<file path="src/rtl/ex_mem_pipe_if.sv">
`default_nettype none
// +-----------------------------------------------------------------------------+
// | Module      : ex_mem_pipe_if                                                |
// | Description : Bundle between the EX stage and the EX/MEM pipeline register. |
// |               Carries the EX-stage instruction fields in, the registered    |
// |               EX/MEM fields and flags out, and the ID/EX source indices     |
// |               used for the EX/MEM forward selects.                          |
// |   master : EX/control side; drives instruction fields, stall/flush,         |
// |            src_a/src_b; receives out* fields, flags, fwd_a/fwd_b.           |
// |   slave  : the EX/MEM pipeline register itself.                             |
// | Revision    : 1.0  initial release                                          |
// +-----------------------------------------------------------------------------+
interface ex_mem_pipe_if;
    // EX stage instruction
    logic        in_valid;
    logic [63:0] alu_result;
    logic [63:0] store_data;
    logic [4:0]  rd;
    logic        reg_wr;
    logic        mem_wr;
    logic        mem_rd;
    logic        ldurb;
    logic        set_flg;
    logic [3:0]  alu_flags;
    // pipeline control
    logic        stall;
    logic        flush;
    // ID/EX source registers for forwarding
    logic [4:0]  src_a;
    logic [4:0]  src_b;
    // EX/MEM registered outputs
    logic        outValid;
    logic        outreg_wr;
    logic        outmem_wr;
    logic        outmem_rd;
    logic        outldurb;
    logic [63:0] outAluResult;
    logic [63:0] outStoreData;
    logic [4:0]  outRd;
    logic [3:0]  flags;
    logic        fwd_a;
    logic        fwd_b;

    modport master (
        output in_valid, alu_result, store_data, rd, reg_wr, mem_wr, mem_rd,
               ldurb, set_flg, alu_flags, stall, flush, src_a, src_b,
        input  outValid, outreg_wr, outmem_wr, outmem_rd, outldurb,
               outAluResult, outStoreData, outRd, flags, fwd_a, fwd_b
    );

    modport slave (
        input  in_valid, alu_result, store_data, rd, reg_wr, mem_wr, mem_rd,
               ldurb, set_flg, alu_flags, stall, flush, src_a, src_b,
        output outValid, outreg_wr, outmem_wr, outmem_rd, outldurb,
               outAluResult, outStoreData, outRd, flags, fwd_a, fwd_b
    );
endinterface
`default_nettype wire

</file>
<file path="src/rtl/ex_mem_pipe.sv">
`default_nettype none
// +-----------------------------------------------------------------------------+
// | Module      : ex_mem_pipe                                                   |
// | Description : EX/MEM pipeline register with the architectural NZVC flag     |
// |               register and EX/MEM -> EX forward-select generation.          |
// |               Per-edge priority: reset > flush > stall > load.              |
// | Ports       : clk   - rising-edge clock                                     |
// |               reset - synchronous active-high reset                         |
// |               bus   - ex_mem_pipe_if.slave (instruction in, EX/MEM out,     |
// |                       stall/flush, src_a/src_b, fwd_a/fwd_b)                |
// | Revision    : 1.0  initial release                                          |
// +-----------------------------------------------------------------------------+
module ex_mem_pipe (
    input  wire           clk,
    input  wire           reset,
    ex_mem_pipe_if.slave  bus
);

    localparam logic [4:0] C_XZR = 5'd31;

    logic        r_valid;
    logic        r_reg_wr;
    logic        r_mem_wr;
    logic        r_mem_rd;
    logic        r_ldurb;
    logic [63:0] r_alu_result;
    logic [63:0] r_store_data;
    logic [4:0]  r_rd;
    logic [3:0]  r_flags;

    logic        w_load;
    logic        w_fwd_ok;

    assign w_load = !bus.flush && !bus.stall;

    // Pipeline register. Control bits are qualified by in_valid so an
    // invalid slot can never write registers or memory; data is captured
    // regardless since it is harmless without the controls.
    always_ff @(posedge clk) begin
        if (reset) begin
            r_valid      <= 1'b0;
            r_reg_wr     <= 1'b0;
            r_mem_wr     <= 1'b0;
            r_mem_rd     <= 1'b0;
            r_ldurb      <= 1'b0;
            r_alu_result <= 64'd0;
            r_store_data <= 64'd0;
            r_rd         <= 5'd0;
        end else if (bus.flush) begin
            // flush also wins over stall: the held instruction is dropped
            r_valid      <= 1'b0;
            r_reg_wr     <= 1'b0;
            r_mem_wr     <= 1'b0;
            r_mem_rd     <= 1'b0;
            r_ldurb      <= 1'b0;
            r_alu_result <= 64'd0;
            r_store_data <= 64'd0;
            r_rd         <= 5'd0;
        end else if (!bus.stall) begin
            r_valid      <= bus.in_valid;
            r_reg_wr     <= bus.in_valid & bus.reg_wr;
            r_mem_wr     <= bus.in_valid & bus.mem_wr;
            r_mem_rd     <= bus.in_valid & bus.mem_rd;
            r_ldurb      <= bus.in_valid & bus.ldurb;
            r_alu_result <= bus.alu_result;
            r_store_data <= bus.store_data;
            r_rd         <= bus.rd;
        end
    end

    // Architectural flags: only a real, loading, flag-setting instruction
    // commits; bubbles, stalls and flushes leave them alone.
    always_ff @(posedge clk) begin
        if (reset) begin
            r_flags <= 4'b0000;
        end else if (w_load && bus.in_valid && bus.set_flg) begin
            r_flags <= bus.alu_flags;
        end
    end

    // XZR is never a real producer. Reset gates the selects directly so they
    // are low during reset even before the first reset edge clears state.
    assign w_fwd_ok  = !reset && r_valid && r_reg_wr && (r_rd != C_XZR);
    assign bus.fwd_a = w_fwd_ok && (r_rd == bus.src_a);
    assign bus.fwd_b = w_fwd_ok && (r_rd == bus.src_b);

    assign bus.outValid     = r_valid;
    assign bus.outreg_wr    = r_reg_wr;
    assign bus.outmem_wr    = r_mem_wr;
    assign bus.outmem_rd    = r_mem_rd;
    assign bus.outldurb     = r_ldurb;
    assign bus.outAluResult = r_alu_result;
    assign bus.outStoreData = r_store_data;
    assign bus.outRd        = r_rd;
    assign bus.flags        = r_flags;

endmodule
`default_nettype wire

</file>
<file path="src/flat_wrapper.sv">
// flat-port wrapper written by rule: the top's interface ports become plain ports
module ex_mem_pipe_flat 
  (clk, reset, bus_in_valid, bus_alu_result, bus_store_data, bus_rd, bus_reg_wr, bus_mem_wr, bus_mem_rd, bus_ldurb, bus_set_flg, bus_alu_flags, bus_stall, bus_flush, bus_src_a, bus_src_b, bus_outValid, bus_outreg_wr, bus_outmem_wr, bus_outmem_rd, bus_outldurb, bus_outAluResult, bus_outStoreData, bus_outRd, bus_flags, bus_fwd_a, bus_fwd_b);
  ex_mem_pipe_if bus_i ();
  input  wire clk;
  input  wire reset;
  input wire logic [$bits(bus_i.in_valid)-1:0] bus_in_valid;
  input wire logic [$bits(bus_i.alu_result)-1:0] bus_alu_result;
  input wire logic [$bits(bus_i.store_data)-1:0] bus_store_data;
  input wire logic [$bits(bus_i.rd)-1:0] bus_rd;
  input wire logic [$bits(bus_i.reg_wr)-1:0] bus_reg_wr;
  input wire logic [$bits(bus_i.mem_wr)-1:0] bus_mem_wr;
  input wire logic [$bits(bus_i.mem_rd)-1:0] bus_mem_rd;
  input wire logic [$bits(bus_i.ldurb)-1:0] bus_ldurb;
  input wire logic [$bits(bus_i.set_flg)-1:0] bus_set_flg;
  input wire logic [$bits(bus_i.alu_flags)-1:0] bus_alu_flags;
  input wire logic [$bits(bus_i.stall)-1:0] bus_stall;
  input wire logic [$bits(bus_i.flush)-1:0] bus_flush;
  input wire logic [$bits(bus_i.src_a)-1:0] bus_src_a;
  input wire logic [$bits(bus_i.src_b)-1:0] bus_src_b;
  output wire logic [$bits(bus_i.outValid)-1:0] bus_outValid;
  output wire logic [$bits(bus_i.outreg_wr)-1:0] bus_outreg_wr;
  output wire logic [$bits(bus_i.outmem_wr)-1:0] bus_outmem_wr;
  output wire logic [$bits(bus_i.outmem_rd)-1:0] bus_outmem_rd;
  output wire logic [$bits(bus_i.outldurb)-1:0] bus_outldurb;
  output wire logic [$bits(bus_i.outAluResult)-1:0] bus_outAluResult;
  output wire logic [$bits(bus_i.outStoreData)-1:0] bus_outStoreData;
  output wire logic [$bits(bus_i.outRd)-1:0] bus_outRd;
  output wire logic [$bits(bus_i.flags)-1:0] bus_flags;
  output wire logic [$bits(bus_i.fwd_a)-1:0] bus_fwd_a;
  output wire logic [$bits(bus_i.fwd_b)-1:0] bus_fwd_b;
  assign bus_i.in_valid = bus_in_valid;
  assign bus_i.alu_result = bus_alu_result;
  assign bus_i.store_data = bus_store_data;
  assign bus_i.rd = bus_rd;
  assign bus_i.reg_wr = bus_reg_wr;
  assign bus_i.mem_wr = bus_mem_wr;
  assign bus_i.mem_rd = bus_mem_rd;
  assign bus_i.ldurb = bus_ldurb;
  assign bus_i.set_flg = bus_set_flg;
  assign bus_i.alu_flags = bus_alu_flags;
  assign bus_i.stall = bus_stall;
  assign bus_i.flush = bus_flush;
  assign bus_i.src_a = bus_src_a;
  assign bus_i.src_b = bus_src_b;
  assign bus_outValid = bus_i.outValid;
  assign bus_outreg_wr = bus_i.outreg_wr;
  assign bus_outmem_wr = bus_i.outmem_wr;
  assign bus_outmem_rd = bus_i.outmem_rd;
  assign bus_outldurb = bus_i.outldurb;
  assign bus_outAluResult = bus_i.outAluResult;
  assign bus_outStoreData = bus_i.outStoreData;
  assign bus_outRd = bus_i.outRd;
  assign bus_flags = bus_i.flags;
  assign bus_fwd_a = bus_i.fwd_a;
  assign bus_fwd_b = bus_i.fwd_b;
  ex_mem_pipe u_core (.clk(clk), .reset(reset), .bus(bus_i));
endmodule
</file>
<file path="config.mk">
export PLATFORM = sky130hd
export DESIGN_NAME = ex_mem_pipe_flat
export DESIGN_NICKNAME = d
export VERILOG_FILES = /design/src/rtl/ex_mem_pipe_if.sv /design/src/rtl/ex_mem_pipe.sv /design/src/flat_wrapper.sv
export SDC_FILE = /design/constraint.sdc
export NUM_CORES = 1
export LEC_CHECK = 0
export CORE_MARGIN = 4
export CORE_UTILIZATION = 38
export DETAILED_ROUTE_END_ITERATION = 8
export GPL_ROUTABILITY_DRIVEN = 0
export GPL_TIMING_DRIVEN = 0
export MAX_ROUTING_LAYER = met4
export PLACE_DENSITY = 0.86
export SYNTH_ARGS = -nofsm -noshare
export SYNTH_HDL_FRONTEND = slang
export SYNTH_SLANG_ARGS = --single-unit
</file>
<file path="constraint.sdc">
create_clock -name clk -period 1.6 [get_ports clk]
set_clock_uncertainty 0.05 [all_clocks]
set_input_delay 0.4 -clock clk [delete_from_list [all_inputs] [get_ports clk]]
set_output_delay 0.4 -clock clk [all_outputs]
set_load 0.005 [all_outputs]
</file>
==> results.toml <==
[status]
outcome = "finished, violations left"
violations = "negative setup slack"

[drt]
initialDrtViolationCount = 173
dr.pass1.iters = 4
wl_um = 16500
routedWlPerCell_um = 16.8
drtAntennaViolNets = 0
viasPerCell = 4.67
vias = 4603
drc = 0

[cts]
cts_root_buf = "clkbuf_16"
cts.hold.buffers_added = 0
clock_sinks = 142
cts_buffers = 17
cts_tree = "built"
cts.clk_slew.worst_paths_ns = 0.06
clk_path_buf_depth = 2
cts_htree_levels = 4
clock_latency_ns = 0.41

[synthesis]
ys_seq_area_frac = 0.552
syn_area_per_cell_um2 = 10.7
mappedNetlistArea_mm2 = 0.00515
synth_ff_type = "dfxtp_1"
synth-seq-cells = 142
ys_types = 18
synthArstFlopShare = 0
yosys.area.top_type = "dfxtp_1"
syn_nets = 638
synth_top_area_share = 0.552
synth_top_cells_by_area = "dfxtp_1 55%, mux2i_1 27%, nor2_1 10%, buf_4 2.2%, xnor2_1 1.7%"
synth_edf_count = 0
synth_warnings = 0
syn_inst = 481

[timing]
drv_slew = 0
fmax_ghz = 0.542
rsz0062_at_grt = "true"
fin_crit_ns = 1.85
finalSetupViolCount = 2
hold_viol_final = 0
fin_crit_sh = 1.15
fin_tns_setup_ns = -0.407
finalWorstSetupSlack_ns = -0.246
slew_headroom = 0.700
worstMarginPinSlew_ns = 0.450

[worst_setup_path]
cp_num_buf_inv = 1
worstSetupPathType = "flop to primary output"
cp_max_fo = 5
critical-path-max-stage-delay_ns = 0.37
cp-end-kind = "primary output"
worstPathArrival_ns = 1.40
cp-start-kind = "flop"
cp_cell_sequence = "xnor2_2 > nand3_1 > nor3_2 > buf_2"
cp_top_family = "flip-flops"
crit_required_ns = 1.15
critical-path-slowest-cell = "dfxtp_4"

[die]
die_w_um = 124
rows = 42
dieArea_mm2 = 0.0155
io_pins = 301
core_area_mm2 = 0.0132
die_y_um = 124
initial_core_util = 0.389

[finish]
fin_nets = 956
utilization = 0.661
drive_gt1_frac = 0.106
area_delta_synth_final_pct = 70.1
diodes = 0

[power_and_ir_drop]
fin_total_pwr_mw = 8.22
ir_drop_uv = 570
powerDensity_mw_per_mm2 = 939
p_leak_nw = 4.34

[global_routing]
grt_usage = 0.216
grt_max_degree = 17
antenna_found_initial = 0
grt_overflow_total = 0
grt_pass1_wl_um = 25700
grt_pass1_vias = 5008

[place]
pre_cts_slack_ns = -0.929
hpwl_um = 13200
place.port_buffers = 299

[min_path]
hp-class = "input pin to flop"

[flow_run]
max-cap-violations = 0
[worst reg2reg max path: stages (launching register included)]
cell	delay [ns]
dfxtp_4	0.37
mux2i_1	0.16
nor2_1	0.05
[worst paths after layout]
path                                     from                     endpoint  slack [ns]  cells past startpoint
setup / recovery          u_core.bus.outRd[0]                    bus_fwd_a       -0.25                      4
setup reg to reg          u_core.bus.outRd[2]          u_core.bus.outRd[2]        0.85                      2
hold / removal                          reset          u_core.bus.flags[0]        0.19                      2
hold reg to reg   u_core.bus.outAluResult[42]  u_core.bus.outAluResult[42]        0.44                      2
[cell usage in the layout, fill, tap and decap left out, drive strengths merged]
cell           count
dlygate4sd2      152
clkdlybuf4s50    144
nor2             142
dfxtp            142
mux2i            137
buf               33
clkbuf            24
xnor2             10
clkinv             5
a22oi              4
nand2              3
nand3              3
nor3               2
clkinvlp           2
and3b              1
o21ai              1
or2                1
and4bb             1
nor2b              1
a21oi              1
[registers in the layout, indices dropped and copies added (netlist names)]
register and count:
u_core.bus.flags 4, u_core.bus.outAluResult 64, u_core.bus.outRd 5, u_core.bus.outStoreData 64
u_core.bus.outValid 1, u_core.bus.outldurb 1, u_core.bus.outmem_rd 1, u_core.bus.outmem_wr 1
u_core.bus.outreg_wr 1
[through the flow]
stage | area [um2] | cells | hold slack [ns]
6_report | 8760 | 985 | 0.192
5_1_grt | 8760 | 985 | 0.202
4_1_cts | 8740 | 985 | 0.326
3_5_place_dp | 8360 | 956 | 0.434
3_3_place_gp | 8360 | 956 | 0.423
2_1_floorplan | 5150 | 481 | 0.422
[area by class of cell]
class	instances	area (um2)
plain buffers	32	203
multi-input cells	307	2150
clock buffers	22	484
fillers	1105	4490
well taps	176	220
flip-flops and latches	142	2880
repair buffers	299	2790
clock inverters	7	40.0
[synth_stat cells (2+ instances only)]
| master | count |
|---|---|
| a22oi_1 | 4 |
| buf_2 | 15 |
| buf_4 | 15 |
| dfxtp_1 | 142 |
| mux2i_1 | 137 |
| nand2_1 | 3 |
| nand3_1 | 3 |
| nor2_1 | 142 |
| nor3_1 | 2 |
| xnor2_1 | 10 |
[kinds of logic after synthesis]
family | synth area share
flip-flops | 0.552
AND/OR/NAND/NOR | 0.117
XOR/XNOR | 0.0170
AO/OA/AOI/OAI | 0.00778
multiplexers | 0.266
buffers and inverters | 0.0394
[per-layer routing]
layer / wire, um / track usage
met1: 6250 / 0.219
met2: 8650 / 0.382
met3: 1100 / 0.0643
met4: 524 / 0.0967
met5: 0 / -
[power breakdown]
group | internal (mW) | total [mW] | switching (mW)
Clock | 2.10 | 3.46 | 1.36
Sequential | 3.65 | 3.72 | 0.0652
Combinational | 0.652 | 1.04 | 0.390
Total | 6.40 | 8.22 | 1.82
[repair_timing]
item | CTS | global route
endpoints found under the setup margin | 144 | 2
cloned | 0 | 0
setup buffers | 0 | 0
pin swaps | 13 | 1
gates resized for setup | 189 | 4
(Power assumes the default switching activity.)
